**config.mk**
```make
export PLATFORM = sky130hd
export DESIGN_NAME = uart_tx_framer_flat
export DESIGN_NICKNAME = d
export VERILOG_FILES = /design/src/rtl/uart_tx_framer_if.sv /design/src/rtl/uart_tx_framer.sv /design/src/flat_wrapper.sv
export SDC_FILE = /design/constraint.sdc
export NUM_CORES = 1
export LEC_CHECK = 0
export ABC_AREA = 1
export CORE_AREA = 2 2 39 41
export CTS_BUF_LIST = sky130_fd_sc_hd__clkbuf_8
export DETAILED_ROUTE_END_ITERATION = 16
export DIE_AREA = 0 0 41 43
export HOLD_SLACK_MARGIN = 0.02
export PLACE_DENSITY = 0.81
export SLEW_MARGIN = 20
export SYNTH_ARGS = -nofsm -noshare
export SYNTH_HDL_FRONTEND = slang
export SYNTH_SLANG_ARGS = --single-unit
```
**constraint.sdc**
```tcl
create_clock -name CLK -period 2.4 [get_ports CLK]
set_input_delay 0.72 -clock CLK [delete_from_list [all_inputs] [get_ports CLK]]
set_output_delay 0.72 -clock CLK [all_outputs]
set_load 0.05 [all_outputs]
```
**src/rtl/uart_tx_framer_if.sv**
```systemverilog
// Byte handshake and shift-stage link for the UART TX framer.
// master drives the request and ser_data; slave is the framer.
interface uart_tx_framer_if #(
  parameter int Data_Wd = 8
);
  logic [Data_Wd-1:0] P_DATA;
  logic               Data_Valid;
  logic               PAR_EN;
  logic               PAR_TYP;
  logic               ser_data;
  logic               ser_en;
  logic               Busy;
  logic               TX_OUT;

  modport master (
    output P_DATA, Data_Valid, PAR_EN, PAR_TYP, ser_data,
    input  ser_en, Busy, TX_OUT
  );

  modport slave (
    input  P_DATA, Data_Valid, PAR_EN, PAR_TYP, ser_data,
    output ser_en, Busy, TX_OUT
  );
endinterface

```
**src/rtl/uart_tx_framer.sv**
```systemverilog
// UART TX frame controller: start, data, optional parity, stop.
// One CLK period is one bit time on TX_OUT.
module uart_tx_framer #(
  parameter int Data_Wd   = 8,
  parameter int Count_Wd  = 3,
  parameter int Stop_Bits = 1
) (
  input  logic           CLK,
  input  logic           RST,
  uart_tx_framer_if.slave bus
);

  localparam int S_IDLE  = 0;
  localparam int S_START = 1;
  localparam int S_DATA  = 2;
  localparam int S_PAR   = 3;
  localparam int S_STOP  = 4;

  localparam logic [4:0] IDLE   = 5'b00001;
  localparam logic [4:0] START  = 5'b00010;
  localparam logic [4:0] DATA   = 5'b00100;
  localparam logic [4:0] PARITY = 5'b01000;
  localparam logic [4:0] STOP   = 5'b10000;

  localparam logic [Count_Wd-1:0] CNT_LAST =
    Count_Wd'(Data_Wd - 1);
  localparam logic STOP_LAST = 1'(Stop_Bits - 1);

  logic [4:0]          state;
  logic [Count_Wd-1:0] cnt;
  logic                par_bit;
  logic                par_en_q;
  logic                stop_cnt;

  always_ff @(posedge CLK or negedge RST) begin
    if (!RST) begin
      state    <= IDLE;
      cnt      <= '0;
      par_bit  <= 1'b0;
      par_en_q <= 1'b0;
      stop_cnt <= 1'b0;
    end else begin
      unique case (1'b1)
        state[S_IDLE]: begin
          if (bus.Data_Valid) begin
            state    <= START;
            par_bit  <= (^bus.P_DATA) ^ bus.PAR_TYP;
            par_en_q <= bus.PAR_EN;
          end
        end
        state[S_START]: begin
          state <= DATA;
          cnt   <= '0;
        end
        state[S_DATA]: begin
          if (cnt == CNT_LAST) begin
            cnt   <= '0;
            state <= par_en_q ? PARITY : STOP;
          end else begin
            cnt <= cnt + 1'b1;
          end
        end
        state[S_PAR]: state <= STOP;
        state[S_STOP]: begin
          // never straight to START: one IDLE cycle between frames
          if (stop_cnt == STOP_LAST) begin
            stop_cnt <= 1'b0;
            state    <= IDLE;
          end else begin
            stop_cnt <= stop_cnt + 1'b1;
          end
        end
        default: state <= IDLE;
      endcase
    end
  end

  logic tx;
  logic busy;
  logic en;

  always_comb begin
    tx   = 1'b1;
    busy = 1'b1;
    en   = 1'b0;
    unique case (1'b1)
      state[S_IDLE]:  busy = 1'b0;
      state[S_START]: tx   = 1'b0;
      state[S_DATA]: begin
        tx = bus.ser_data;
        en = 1'b1;
      end
      state[S_PAR]:   tx   = par_bit;
      state[S_STOP]:  tx   = 1'b1;
      default:        busy = 1'b0;
    endcase
  end

  assign bus.TX_OUT = tx;
  assign bus.Busy   = busy;
  assign bus.ser_en = en;

endmodule
```
**src/flat_wrapper.sv**
```systemverilog
// flat-port wrapper written by rule: the top's interface ports become plain ports
module uart_tx_framer_flat 
#(
  parameter int Data_Wd   = 8,
  parameter int Count_Wd  = 3,
  parameter int Stop_Bits = 1
)
  (CLK, RST, bus_P_DATA, bus_Data_Valid, bus_PAR_EN, bus_PAR_TYP, bus_ser_data, bus_ser_en, bus_Busy, bus_TX_OUT);
  uart_tx_framer_if #(.Data_Wd(Data_Wd)) bus_i ();
  input  logic CLK;
  input  logic RST;
  input wire logic [$bits(bus_i.P_DATA)-1:0] bus_P_DATA;
  input wire logic [$bits(bus_i.Data_Valid)-1:0] bus_Data_Valid;
  input wire logic [$bits(bus_i.PAR_EN)-1:0] bus_PAR_EN;
  input wire logic [$bits(bus_i.PAR_TYP)-1:0] bus_PAR_TYP;
  input wire logic [$bits(bus_i.ser_data)-1:0] bus_ser_data;
  output wire logic [$bits(bus_i.ser_en)-1:0] bus_ser_en;
  output wire logic [$bits(bus_i.Busy)-1:0] bus_Busy;
  output wire logic [$bits(bus_i.TX_OUT)-1:0] bus_TX_OUT;
  assign bus_i.P_DATA = bus_P_DATA;
  assign bus_i.Data_Valid = bus_Data_Valid;
  assign bus_i.PAR_EN = bus_PAR_EN;
  assign bus_i.PAR_TYP = bus_PAR_TYP;
  assign bus_i.ser_data = bus_ser_data;
  assign bus_ser_en = bus_i.ser_en;
  assign bus_Busy = bus_i.Busy;
  assign bus_TX_OUT = bus_i.TX_OUT;
  uart_tx_framer #(.Data_Wd(Data_Wd), .Count_Wd(Count_Wd), .Stop_Bits(Stop_Bits)) u_core (.CLK(CLK), .RST(RST), .bus(bus_i));
endmodule
```
**Word level (Yosys, flattened, before mapping)**

Index checks and enable logic that the tools add are counted.
W data, S select, Z words.

- Output and inout bits: 3
- Word-level logic and storage cells: 24
- Bits of input ports: 14
- Register bits after elaboration: 11

- Equal/unequal tests: 1
- Multiplexer cells: 11
- Reductions and logical operators: 4
- Bitwise operators: 1
- Add/sub/neg operators: 2

Operator list:

| cell | number |
|---|---|
| $pmux W5 S5 | 1 |
| $mux W5 | 3 |
| $reduce_xor A8 Y1 | 1 |
| $pmux W3 S2 | 1 |
| $reduce_or A4 Y1 | 1 |
| $add A3 B1 Y3 const B | 1 |
| $eq A3 B3 Y1 const B | 1 |
| $mux W1 | 3 |
| $mux W3 | 1 |
| $pmux W1 S3 | 1 |
| $mux W2 | 1 |
| $reduce_and A2 Y1 | 1 |
| $reduce_bool A2 Y1 | 1 |
| $add A1 B1 Y1 const B | 1 |
| $xor A1 B1 Y1 | 1 |

**Longest topological paths before layout**

Gate-level depths: netlist of run 1.

- Depth in word-level cells: 3
- Depth in mapped cells: 10
- Mapped depth without buffers: 10

**Worst setup path before layout of run 1**

OpenSTA, ideal clock, no wires.

- Kind: register -> output
- Start: reg u_core.state[2]
- End: out bus_TX_OUT
- Path slack: 0.338 ns
- Data arrival time: 1.342 ns
- Path buffers: 0
- Cell stages (with the launch flop): 3
- Data required time: 1.680 ns
- Cell sequence: dfrtp_1 -> nor3_2 -> a221o_1

- Longest elaborated chain between the ends: 1

RTL lines:

| item | RTL line | source |
|---|---|---|
| start, declared | uart_tx_framer.sv:29 | `logic [4:0] state;` |
| start signal, assigned | uart_tx_framer.sv:58 | `state <= par_en_q ? PARITY : STOP;` |
| $pmux W1 S3 | uart_tx_framer.sv:86 | `unique case (1'b1)` |
| end, declared | flat_wrapper.sv:19 | `output wire logic [$bits(bus_i.TX_OUT)-1:0] bus_TX_OUT;` |

No other way between the ends.

**Worst setup path after layout of run 1**

- Start: in bus_ser_data
- End: out bus_TX_OUT

- Longest elaborated chain between the ends: 1

RTL lines:

| item | RTL line | source |
|---|---|---|
| start, declared | flat_wrapper.sv:16 | `input wire logic [$bits(bus_i.ser_data)-1:0] bus_ser_data;` |
| $pmux W1 S3 | uart_tx_framer.sv:86 |  |

No other way between the ends.

==> results.txt, run 1 <==
Outcome - finished, final reports clean
Synth Register Bits - 10
Routed vias/inst - 4.542
Chip height - 43 um
Total power draw - 0.8676 mW
Die X-Extent - 41 um
Worst path buffer plus inverter count - 2
Final setup viols - 0
Die ar. - 0.001763 mm^2
Startpoint Class - input pin
Core area - 0.001384 mm^2
# rows - 14
Setup repair bufs after CTS - 0
Non-filler cells in the finished layout - 107
Avg Inst Size Synth - 8.186 um^2
Most common cell in the synthesized netlist - nand2_1
Clock Skews - 0.004595 ns
RSZ-0062 raised after global routing - false
CP Max Fanout - 1
Hold buffers post-CTS - 0
Final Hold Vio Count - 0
Static Leak - 0.4198 nW
PD cells - 1059 mW/mm^2
Routed WL - 975 um
Fin. max-slew vios - 0
DP HPWL - 818.7 um
Total global routing overflow - 0
PortBufs - 16
Maximum VDD drop - 0.0004722 V
Largest area contributor in the netlist - dfrtp_1
Rel. slew slack - 66.64%
Vias in the first global route - 441
IO Count - 17
Drt pass-1 iters - 4
Post-route ant nets - 0
Dpl cells - 103
Fillers - 127
CP Data Required Time - 1.68 ns
Register area share after synthesis - 43.89%
Mapped Nets - 87
Top delay family on crit path - buffers and inverters
Post-synth top area share - 39.30%
Clock Tree Root - clkbuf_8
CP Cell Sequence - clkdlybuf4s50_1 > a221o_1 > buf_6
Initial DRC count - 4
Top_reg_cell synth - dfrtp_1
Post-synth EDFFs - 0
Yosys cell types - 17
Share of cells above drive strength 1 - 19.78%
Worst Path Arrival - 1.63 ns
Ys async rst share - 100.0%
Antenna violations before repair - 0
Diodes inserted - 0
Syn. warnings - 0
Residual DRC count - 0
Reg2Reg Setup Slack - 1.15 ns
Max Clock Freq - 0.4257 GHz
CTS buffer count - 3
Fin crit share - 97.88%
Final core occ - 59.22%
RePlAce Congestion - 0.6685
Synth top cells by count - 21 x nand2_1, 9 x dfrtp_1, 9 x inv_1
Least-Margin Pin Slew - 0.4995 ns
Min Tclk post-route - 2.349 ns
GRT Overall Usage - 13.45%
Slowest CP cell - clkdlybuf4s50_1
Worst setup path class - in2out
Syn Inst Count - 70
CP max stage delay - 0.42 ns
Clock Sinks - 10
Synth-to-Final Area Change - 43.01%
Min-delay worst type - reg2reg
Vias - 486
Clock-pin transition on the worst setup and hold timing paths - 0.05 ns
Crit path capture type - output port
CTS tree - yes
First-pass GRT wire length - 1545 um
Post-Syn Area - 573.1 um^2
Area contributors post-synth - dfrtp_1 39%, nand2_1 14%, ha_1 6.6%
Layout Nets - 109
Largest net degree at the start of global routing - 11
H-tree depth - 1
Max clock buf depth - 2
Max_cap viols - 0
Clk Latency, worst-skew pair - 0.23 ns
Initial core utilization - 41.41%
Routed wire per std cell - 9.112 um
## final cells by class
| type | instances | area, um^2 | share of cell area (%) |
|---|---|---|---|
| clock buffers | 4 | 55.05 | 6.718 |
| inverters | 12 | 45.04 | 5.496 |
| multi-input cells | 48 | 276.5 | 33.74 |
| flip-flops and latches | 10 | 251.5 | 30.69 |
| well taps | 16 | 20.02 | 2.443 |
| repair buffers | 17 | 171.4 | 20.92 |
## final timing paths
check	from	endpoint	cells past startpoint
worst max-delay path	bus_ser_data	bus_TX_OUT	3
worst min-delay path	u_core.state[4]	u_core.state[0]	2
worst max register to register	u_core.cnt[0]	u_core.cnt[0]	4
worst min register to register	u_core.state[4]	u_core.state[0]	2
max in group asynchronous	RST	u_core.state[0]	1
min in group asynchronous	RST	u_core.cnt[2]	1
## metrics by stage
step	TNS [ns]	instance area [um^2]	hold slack, ns	setup slack (ns)
6_report	0	819.5	0.4594	0.05083
5_1_grt	0	819.5	0.4586	0.02582
4_1_cts	0	817.0	0.4510	0.008853
3_5_place_dp	-0.003969	758.2	0.4408	-0.003969
3_3_place_gp	0	758.2	0.4271	0.03956
2_1_floorplan	0	573.1	0.4225	0.3377
## logic make-up after synthesis
logic type	count (synthesis)	share of synthesized area [%]
AND/OR/NAND/NOR	35	27.51
adder cells (fa/ha/maj)	3	6.551
flip-flops	10	43.89
AO/OA/AOI/OAI	6	8.080
XOR/XNOR	4	6.115
buffers and inverters	12	7.860
## registers in the layout, summed over array words and instances (netlist names)
register and flops:
u_core.par_en_q 1, u_core.state 5, u_core.cnt 3, u_core.par_bit 1
## worst register-to-register path: stages, from the launching register on
cell and delay [ns]:
dfrtp_1 0.40, ha_1 0.23, ha_1 0.18, or2_4 0.27, o21ai_2 0.11
## repair_timing
item	in CTS	in global routing
resized for setup	1	1
pin swaps	0	1
endpoints found under the setup margin	1	2
## layer usage
layer	vias up	track usage, %	wire length [um]
met3	2	3.141	41
met5	-	0	0
met2	12	21.25	511
met1	213	13.49	407
met4	0	12.00	14
li1	259	-	-
## power by group
| part | switching [mW] | internal, mW |
|---|---|---|
| Clock | 0.0643 | 0.144 |
| Combinational | 0.200 | 0.163 |
| Sequential | 0.0507 | 0.246 |
| Total | 0.315 | 0.553 |
## cell usage in the layout (no fill, tap or decap), drive strengths merged
cell type      instances
nand2                 25
clkdlybuf4s50         14
inv                   12
dfrtp                  9
nor2                   4
nand3                  4
clkbuf                 4
o21ai                  4
ha                     3
xor2                   2
xnor2                  2
buf                    2
nor3                   1
a221o                  1
or2                    1
a22o                   1
dlymetal6s2s           1
dfstp                  1
(Power assumes the default switching activity.)
==> run 2: changes to the inputs <==
CORE_AREA = 3 3 40 42   (was 2 2 39 41)
DIE_AREA = 0 0 43 45   (was 0 0 41 43)
==> results.txt, run 2 (synthesis gave the netlist of run 1 again) <==
Clk Latency, worst-skew pair - 0.23 ns (about the same)
Post-route ant nets - 0 (unchanged)
Max clock buf depth - 2 (unchanged)
RePlAce Congestion - 0.6955 (+4.0%)
Vias - 490 (+0.82%)
PD cells - 1061 mW/mm^2 (+0.25%)
Min-delay src - u_core.state[4]
Maximum VDD drop - 0.0005359 V (+13%)
Largest net degree at the start of global routing - 11 (unchanged)
Vias in the first global route - 475 (+7.7%)
Commonest non-fill, non-tap cell in the layout - nand2_1
PortBufs - 16 (unchanged)
Max_cap viols - 0 (unchanged)
Hold-critical path endpoint - u_core.state[0]
Initial core utilization - 44.60% (+3.2 points)
Share of cells above drive strength 1 - 19.78% (unchanged)
Antenna violations before repair - 0 (unchanged)
Diodes inserted - 0 (unchanged)
Core area - 0.001285 mm^2 (-7.1%)
Cell area after layout - 818.3 um^2 (-0.15%)
Clock-pin transition on the worst setup and hold timing paths - 0.04 ns (about the same)
Setup repair bufs after CTS - 0 (unchanged)
Static Leak - 0.4198 nW (about the same)
R2R Path End - u_core.cnt[0]
Fin. max-slew vios - 0 (unchanged)
FF-to-FF path depth - 4 (unchanged)
DP HPWL - 862.2 um (+5.3%)
# rows - 13 (-1)
Initial DRC count - 5 (+1)
Biggest register - u_core.state
Routed WL - 990 um (+1.5%)
Synth-to-Final Area Change - 42.79%
Resized cells post-CTS - 1 (unchanged)
Clock Skews - 0.001849 ns (-0.002746 ns)
RSZ-0062 raised after global routing - false
Total power draw - 0.8684 mW (about the same)
IO Count - 17 (unchanged)
H-tree depth - 1 (unchanged)
Clock Sinks - 10 (unchanged)
Routed wire per std cell - 9.340 um (+2.5%)
First-pass GRT wire length - 1745 um (+13%)
Worst Path Arrival - 1.66 ns (+0.03 ns)
Total global routing overflow - 0 (unchanged)
Max Clock Freq - 0.4201 GHz (-1.3%)
Hold buffers post-CTS - 0 (unchanged)
Crit path capture type - output port
Min-delay worst type - reg2reg
Routed vias/inst - 4.623 (+1.8%)
Layout Nets - 109 (unchanged)
CTS buffer count - 3 (unchanged)
Placed cell area - 757.0 um^2 (-0.16%)
Most frequent cells in the layout - 21 x nand2_1, 14 x clkdlybuf4s50_1, 9 x inv_1, 9 x dfrtp_1
CTS tree - yes
Final core occ - 63.68% (+4.5 points)
Die ar. - 0.001935 mm^2 (+9.8%)
Rel. slew slack - 66.62% (about the same)
Residual DRC count - 0 (unchanged)
GRT Overall Usage - 12.31% (-1.1 points)
R2r startpoint - u_core.cnt[0]
Least-Margin Pin Slew - 0.4998 ns (+0.0002869 ns)
Startpoint Class - input pin
Hold depth - 2 (unchanged)
Clock Tree Root - clkbuf_8
Die X-Extent - 43 um (+4.9%)
Fillers - 114 (-10%)
Final setup viols - 0 (unchanged)
Final Hold Vio Count - 0 (unchanged)
Fin crit share - 99.18% (+1.3 points)
Min Tclk post-route - 2.380 ns (+0.03114 ns)
CP Max Fanout - 1 (unchanged)
Biggest regs - u_core.state (5), u_core.cnt (3)
Reg2Reg Setup Slack - 1.14 ns (about the same)
Chip height - 45 um (+4.7%)
Drt pass-1 iters - 2 (-2)
Worst setup path class - in2out
Outcome - finished, final reports clean
Max FFs per register - 5 (unchanged)
CP Data Required Time - 1.68 ns (about the same)
-- run 2: final cells by class --
type                       count  area (um^2)  area share (%)
timing repair buffer          17        171.4           20.95
multi-input combinational     48        276.5           33.79
clock buffer                   4        55.05           6.728
inverter                      12        45.04           5.505
tap                           15        18.77           2.294
sequential                    10        251.5           30.73
-- run 2: worst max-delay path, stage by stage --
cell,delay [ns]
clkdlybuf4s50_1,0.41
a221o_1,0.37
buf_6,0.16
-- run 2: how the worst max path moves through the flow --
stage                     slack, ns            start         end
after floorplan                0.34  u_core.state[2]  bus_TX_OUT
after global placement         0.04     bus_ser_data  bus_TX_OUT
after detailed placement      -0.01     bus_ser_data  bus_TX_OUT
after CTS                     0.002     bus_ser_data  bus_TX_OUT
after global routing         0.0005     bus_ser_data  bus_TX_OUT
final                          0.02     bus_ser_data  bus_TX_OUT
-- run 2: power breakdown --
group	switching, mW	internal (mW)
logic	0.203	0.164
registers	0.0494	0.246
clock network	0.0621	0.144
-- run 2: layer usage --
layer | GRT usage (%) | wire (um) | part of all wire [%]
met5 | 0 | 0 | 0
met4 | 5.422 | 18 | 1.8
met3 | 4.781 | 65 | 6.6
met2 | 21.56 | 491 | 50
met1 | 13.25 | 414 | 42
-- run 2: stage by stage --
| step | setup TNS (ns) | hold slack, ns | instances | setup slack [ns] |
|---|---|---|---|---|
| after floorplan | 0 | 0.4225 | 70 | 0.3377 |
| after global routing | 0 | 0.4578 | 106 | 0.0005478 |
| final | 0 | 0.4422 | 106 | 0.01969 |
| after detailed placement | -0.01444 | 0.4336 | 102 | -0.01444 |
| after CTS | 0 | 0.4442 | 106 | 0.001911 |
| after global placement | 0 | 0.4284 | 102 | 0.03988 |
==> RTL edit 1: new RTL, config.mk and constraints of run 1 <==
Reset style: synchronous (`RST`), changed in one clocked block.
--- a/src/rtl/uart_tx_framer.sv
+++ b/src/rtl/uart_tx_framer.sv
@@ -34,3 +34,3 @@
 
-  always_ff @(posedge CLK or negedge RST) begin
+  always_ff @(posedge CLK) begin
     if (!RST) begin
Check against the original RTL: differs if RST is asserted again (counterexample within 4 cycles, from zero or initial values and one cycle with RST low); with RST held inactive, the same outputs for 10 cycles.
==> RTL edit 1 against run 1 <==
Register-to-register slack improved by 170 ps. Critical path depth up 1. Worst setup slack better by 74 ps. Cell area down 1.2%. Wire length grew 1.8%. Sequential share of layout area shrank 6.0 points. Area after synthesis rose by 3.7%. Die area stayed put. Non-clock buffer count down 1. Sequential cell count is the same.
Power is not compared: it rests on default switching activity, and its combinational part moved more than twofold at a synthesized area within 25%.
==> RTL edit 1: results (changes against run 1) <==
status: "completed"  # unchanged
yosys-top-cells-area: "dfxtp_1, nand2_1, inv_1, a21oi_1, ha_1"  # was dfrtp_1, nand2_1, ha_1, inv_1, dfstp_2
syn2layout_area_growth_pct: 36.2  # was 43.0%
multi_input_area_share_pct: 39.4  # was 33.7%
dp_cells: 118  # was 103
route.met2.wl_um: 505  # was 511 µm
cts_resized: 0  # was 1
async_flop_share_pct: 0  # was 100%
skew_ps: 0.821  # was 4.60 ps
grtUsageTotal_pct: 14.0  # was 13.4%
clk_share_pct: 5.10  # was 6.72%
wire_per_inst_um: 8.21  # was 9.11 µm
seq-cell-share_pct: 24.7  # was 30.7%
nonClkBufAreaFrac_pct: 20.4  # was 20.9%
seq_area_um2: 200  # was 251 µm²
synth_cell_types: 16  # was 17
dr_total_vias: 560  # was 486
critPathMaxStageDelay_ps: 400  # was 420 ps
highest_layer: "met4"  # unchanged
relSlewSlack_pct: 71.8  # was 66.6%
drt_iter0_markers: 1  # was 4
cts_setup_buffers: 0  # unchanged
gr-usage-met2_pct: 22.8  # was 21.3%
drive_gt1_share_pct: 11.4  # was 19.8%
synth.avg_cell_area_um2: 6.83  # was 8.19 µm²
grt_pass1_wl_um: 1610  # was 1550 µm
ys_seq_area_share_pct: 33.7  # was 43.9%
num-fill-cells: 133  # was 127
multi_input_gates: 59  # was 48
synth_xor_area_share_pct: 1.47  # was 6.11%
grt_pass1_vias: 466  # was 441
synth_fa_ha_area_share_pct: 4.21  # was 6.55%
dr_wl_met3_um: 67  # was 41 µm
r2r_slack_ps: 1320  # was 1150 ps
use_met1_pct: 13.6  # was 13.5%
routabilityCongestion: 0.619  # was 0.669
hpwlAfterDp_um: 839  # was 819 µm
worstPathArrival_ps: 1560  # was 1630 ps
placed_cell_area_um2: 768  # was 758 µm²
finalWirelength_um: 993  # was 975 µm
n_all_buffers: 16  # was 17
n_all_inverters: 17  # was 12
firstDrtPassIters: 2  # was 4
met3_usage_pct: 1.57  # was 3.14%
wl_met1_um: 380  # was 407 µm
crit_family: "buffers and inverters"  # unchanged
syn_nets: 103  # was 87
grt_max_degree: 10  # was 11
synth_edf_count: 0  # unchanged
synth-compound-area-share_pct: 13.9  # was 8.08%
-- RTL edit 1: power by group --
part	internal, µW	switching [µW]	total, µW
Sequential	175	10.5	186
Combinational	52.5	57.6	110
Clock	109	59.1	168
-- RTL edit 1: metrics by stage --
step / total power (µW) / utilization [%] / hold WS, ps / setup slack, ps
2_1_floorplan: 257 / - / 428 / 355
3_3_place_gp: 297 / 55.5 / 440 / 123
3_5_place_dp: 300 / 55.5 / 446 / 119
4_1_cts: 469 / 58.5 / 453 / 113
5_1_grt: 489 / 58.5 / 485 / 67.4
6_report: 464 / 58.5 / 444 / 125
-- RTL edit 1: worst paths after layout --
kind                   start         endpoint  depth (start not counted)
min          u_core.par_en_q  u_core.state[3]                          2
max reg2reg  u_core.state[2]  u_core.state[0]                          5
min reg2reg  u_core.par_en_q  u_core.state[3]                          2
max             bus_ser_data       bus_TX_OUT                          4
==> RTL edit 2: new RTL, config.mk and constraints of run 1 <==
Without the edit above. `Count_Wd` is set to 3 in 2 places; all go to 4.
--- a/src/rtl/uart_tx_framer.sv
+++ b/src/rtl/uart_tx_framer.sv
@@ -4,3 +4,3 @@
   parameter int Data_Wd   = 8,
-  parameter int Count_Wd  = 3,
+  parameter int Count_Wd  = 4,
   parameter int Stop_Bits = 1
--- a/src/flat_wrapper.sv
+++ b/src/flat_wrapper.sv
@@ -4,3 +4,3 @@
   parameter int Data_Wd   = 8,
-  parameter int Count_Wd  = 3,
+  parameter int Count_Wd  = 4,
   parameter int Stop_Bits = 1
Behaviour: same outputs for any inputs over 10 cycles, from zero or initial values and one cycle with RST low; that may be too few to reach the edited logic, so the function may still have changed.
==> RTL edit 2 against run 1 <==
Sequential power grew 12%. Count of clock-buffer cells in the layout decreased by 1. Area after synthesis grew 4.6%. Highest routed layer unchanged. Synthesized cell count rose by 8.6%. Hold slack got worse by 9.5 ps. Worst setup slack worse by 4.2 ps. Clock skew fell by 1.5 ps. Sequential cell count is 1 higher. Power is 1.0% lower. Cell area rose by 1.5%. Wire length rose by 7.2%. Die area unchanged. Via count rose by 10%.
==> RTL edit 2: results (changes against run 1) <==
status: "completed"  # unchanged
critPathMaxStageDelay_ps: 400  # was 420 ps
power.total_uw: 859  # was 868 µW
ctsHtreeMaxLevel: 1  # unchanged
routabilityCongestion: 0.671  # was 0.669
syn_inst: 76  # was 70
multi_input_gates: 53  # was 48
grtUsageTotal_pct: 16.2  # was 13.4%
drt_iter0_markers: 10  # was 4
syn2layout_area_growth_pct: 38.8  # was 43.0%
grt_pass1_vias: 497  # was 441
gr-usage-met2_pct: 24.4  # was 21.3%
relSlewSlack_pct: 66.5  # was 66.6%
syn_nets: 91  # was 87
intPower_uw: 529  # was 553 µW
use_met1_pct: 18.1  # was 13.5%
met3_usage_pct: 4.71  # was 3.14%
via_per_inst: 4.74  # was 4.54
dp_slack_ps: 21.7  # was -3.97 ps
p_seq_uw: 334  # was 297 µW
peakVddDrop_v: 0.000337  # was 0.000472 V
dr_wl_met3_um: 55  # was 41 µm
yosys-top-cells-area: "dfrtp_1, nand2_1, inv_1, dfstp_2, xor2_1"  # was dfrtp_1, nand2_1, ha_1, inv_1, dfstp_2
hpwlAfterDp_um: 847  # was 819 µm
ys_seq_area_share_pct: 46.1  # was 43.9%
finalWirelength_um: 1050  # was 975 µm
multi_input_area_share_pct: 33.4  # was 33.7%
route.met2.wl_um: 533  # was 511 µm
final_nets: 113  # was 109
wl_met1_um: 441  # was 407 µm
drive_gt1_share_pct: 15.5  # was 19.8%
clk_share_pct: 5.41  # was 6.72%
placed_cell_area_um2: 785  # was 758 µm²
skew_ps: 3.07  # was 4.60 ps
root_buffer: "clkbuf_8"  # unchanged
nonClkBufAreaFrac_pct: 20.2  # was 20.9%
seq-cell-share_pct: 33.2  # was 30.7%
synthTopCellsByCount: "nand2_1, dfrtp_1, inv_1, nand3_1, nor2_1"  # was nand2_1, dfrtp_1, inv_1
grt_pass1_wl_um: 1880  # was 1550 µm
synth-seq-cells: 11  # was 10
grt_max_degree: 12  # was 11
wire_per_inst_um: 9.25  # was 9.11 µm
leakage_uw: 0.000422  # was 0.000420 µW
largestRegisters: "u_core.state: 5 flops, u_core.cnt: 4 flops"  # was u_core.state: 5 flops, u_core.cnt: 3 flops
num-fill-cells: 121  # was 127
p_clk_uw: 178  # was 208 µW
[RTL edit 2: cells by family (layout without fill, tap and decap cells)]
| family | Yosys count | in the layout | share of synthesized area (%) |
|---|---|---|---|
| flip-flops | 11 | 11 | 46.1 |
| buffers and inverters | 12 | 33 | 7.52 |
| XOR/XNOR | 5 | 5 | 7.31 |
| adder cells (fa/ha/maj) | 1 | 1 | 2.09 |
| AO/OA/AOI/OAI | 7 | 7 | 7.73 |
| AND/OR/NAND/NOR | 40 | 40 | 29.2 |
[RTL edit 2: worst paths after layout]
path / endpoint / slack [ps] / depth (start not counted)
worst max-delay path: bus_TX_OUT / 50 / 3
worst min-delay path: u_core.state[0] / 450 / 2
worst max register to register: u_core.state[4] / 1310 / 5
worst min register to register: u_core.state[0] / 450 / 2
max in group asynchronous: u_core.state[0] / 1220 / 1
min in group asynchronous: u_core.cnt[2] / 820 / 1
[RTL edit 2: critical path: cells and delay by family]
kind	cells	cell delay [ps]
AOI/OAI and AO/OA	1	360
buffers and inverters	2	560
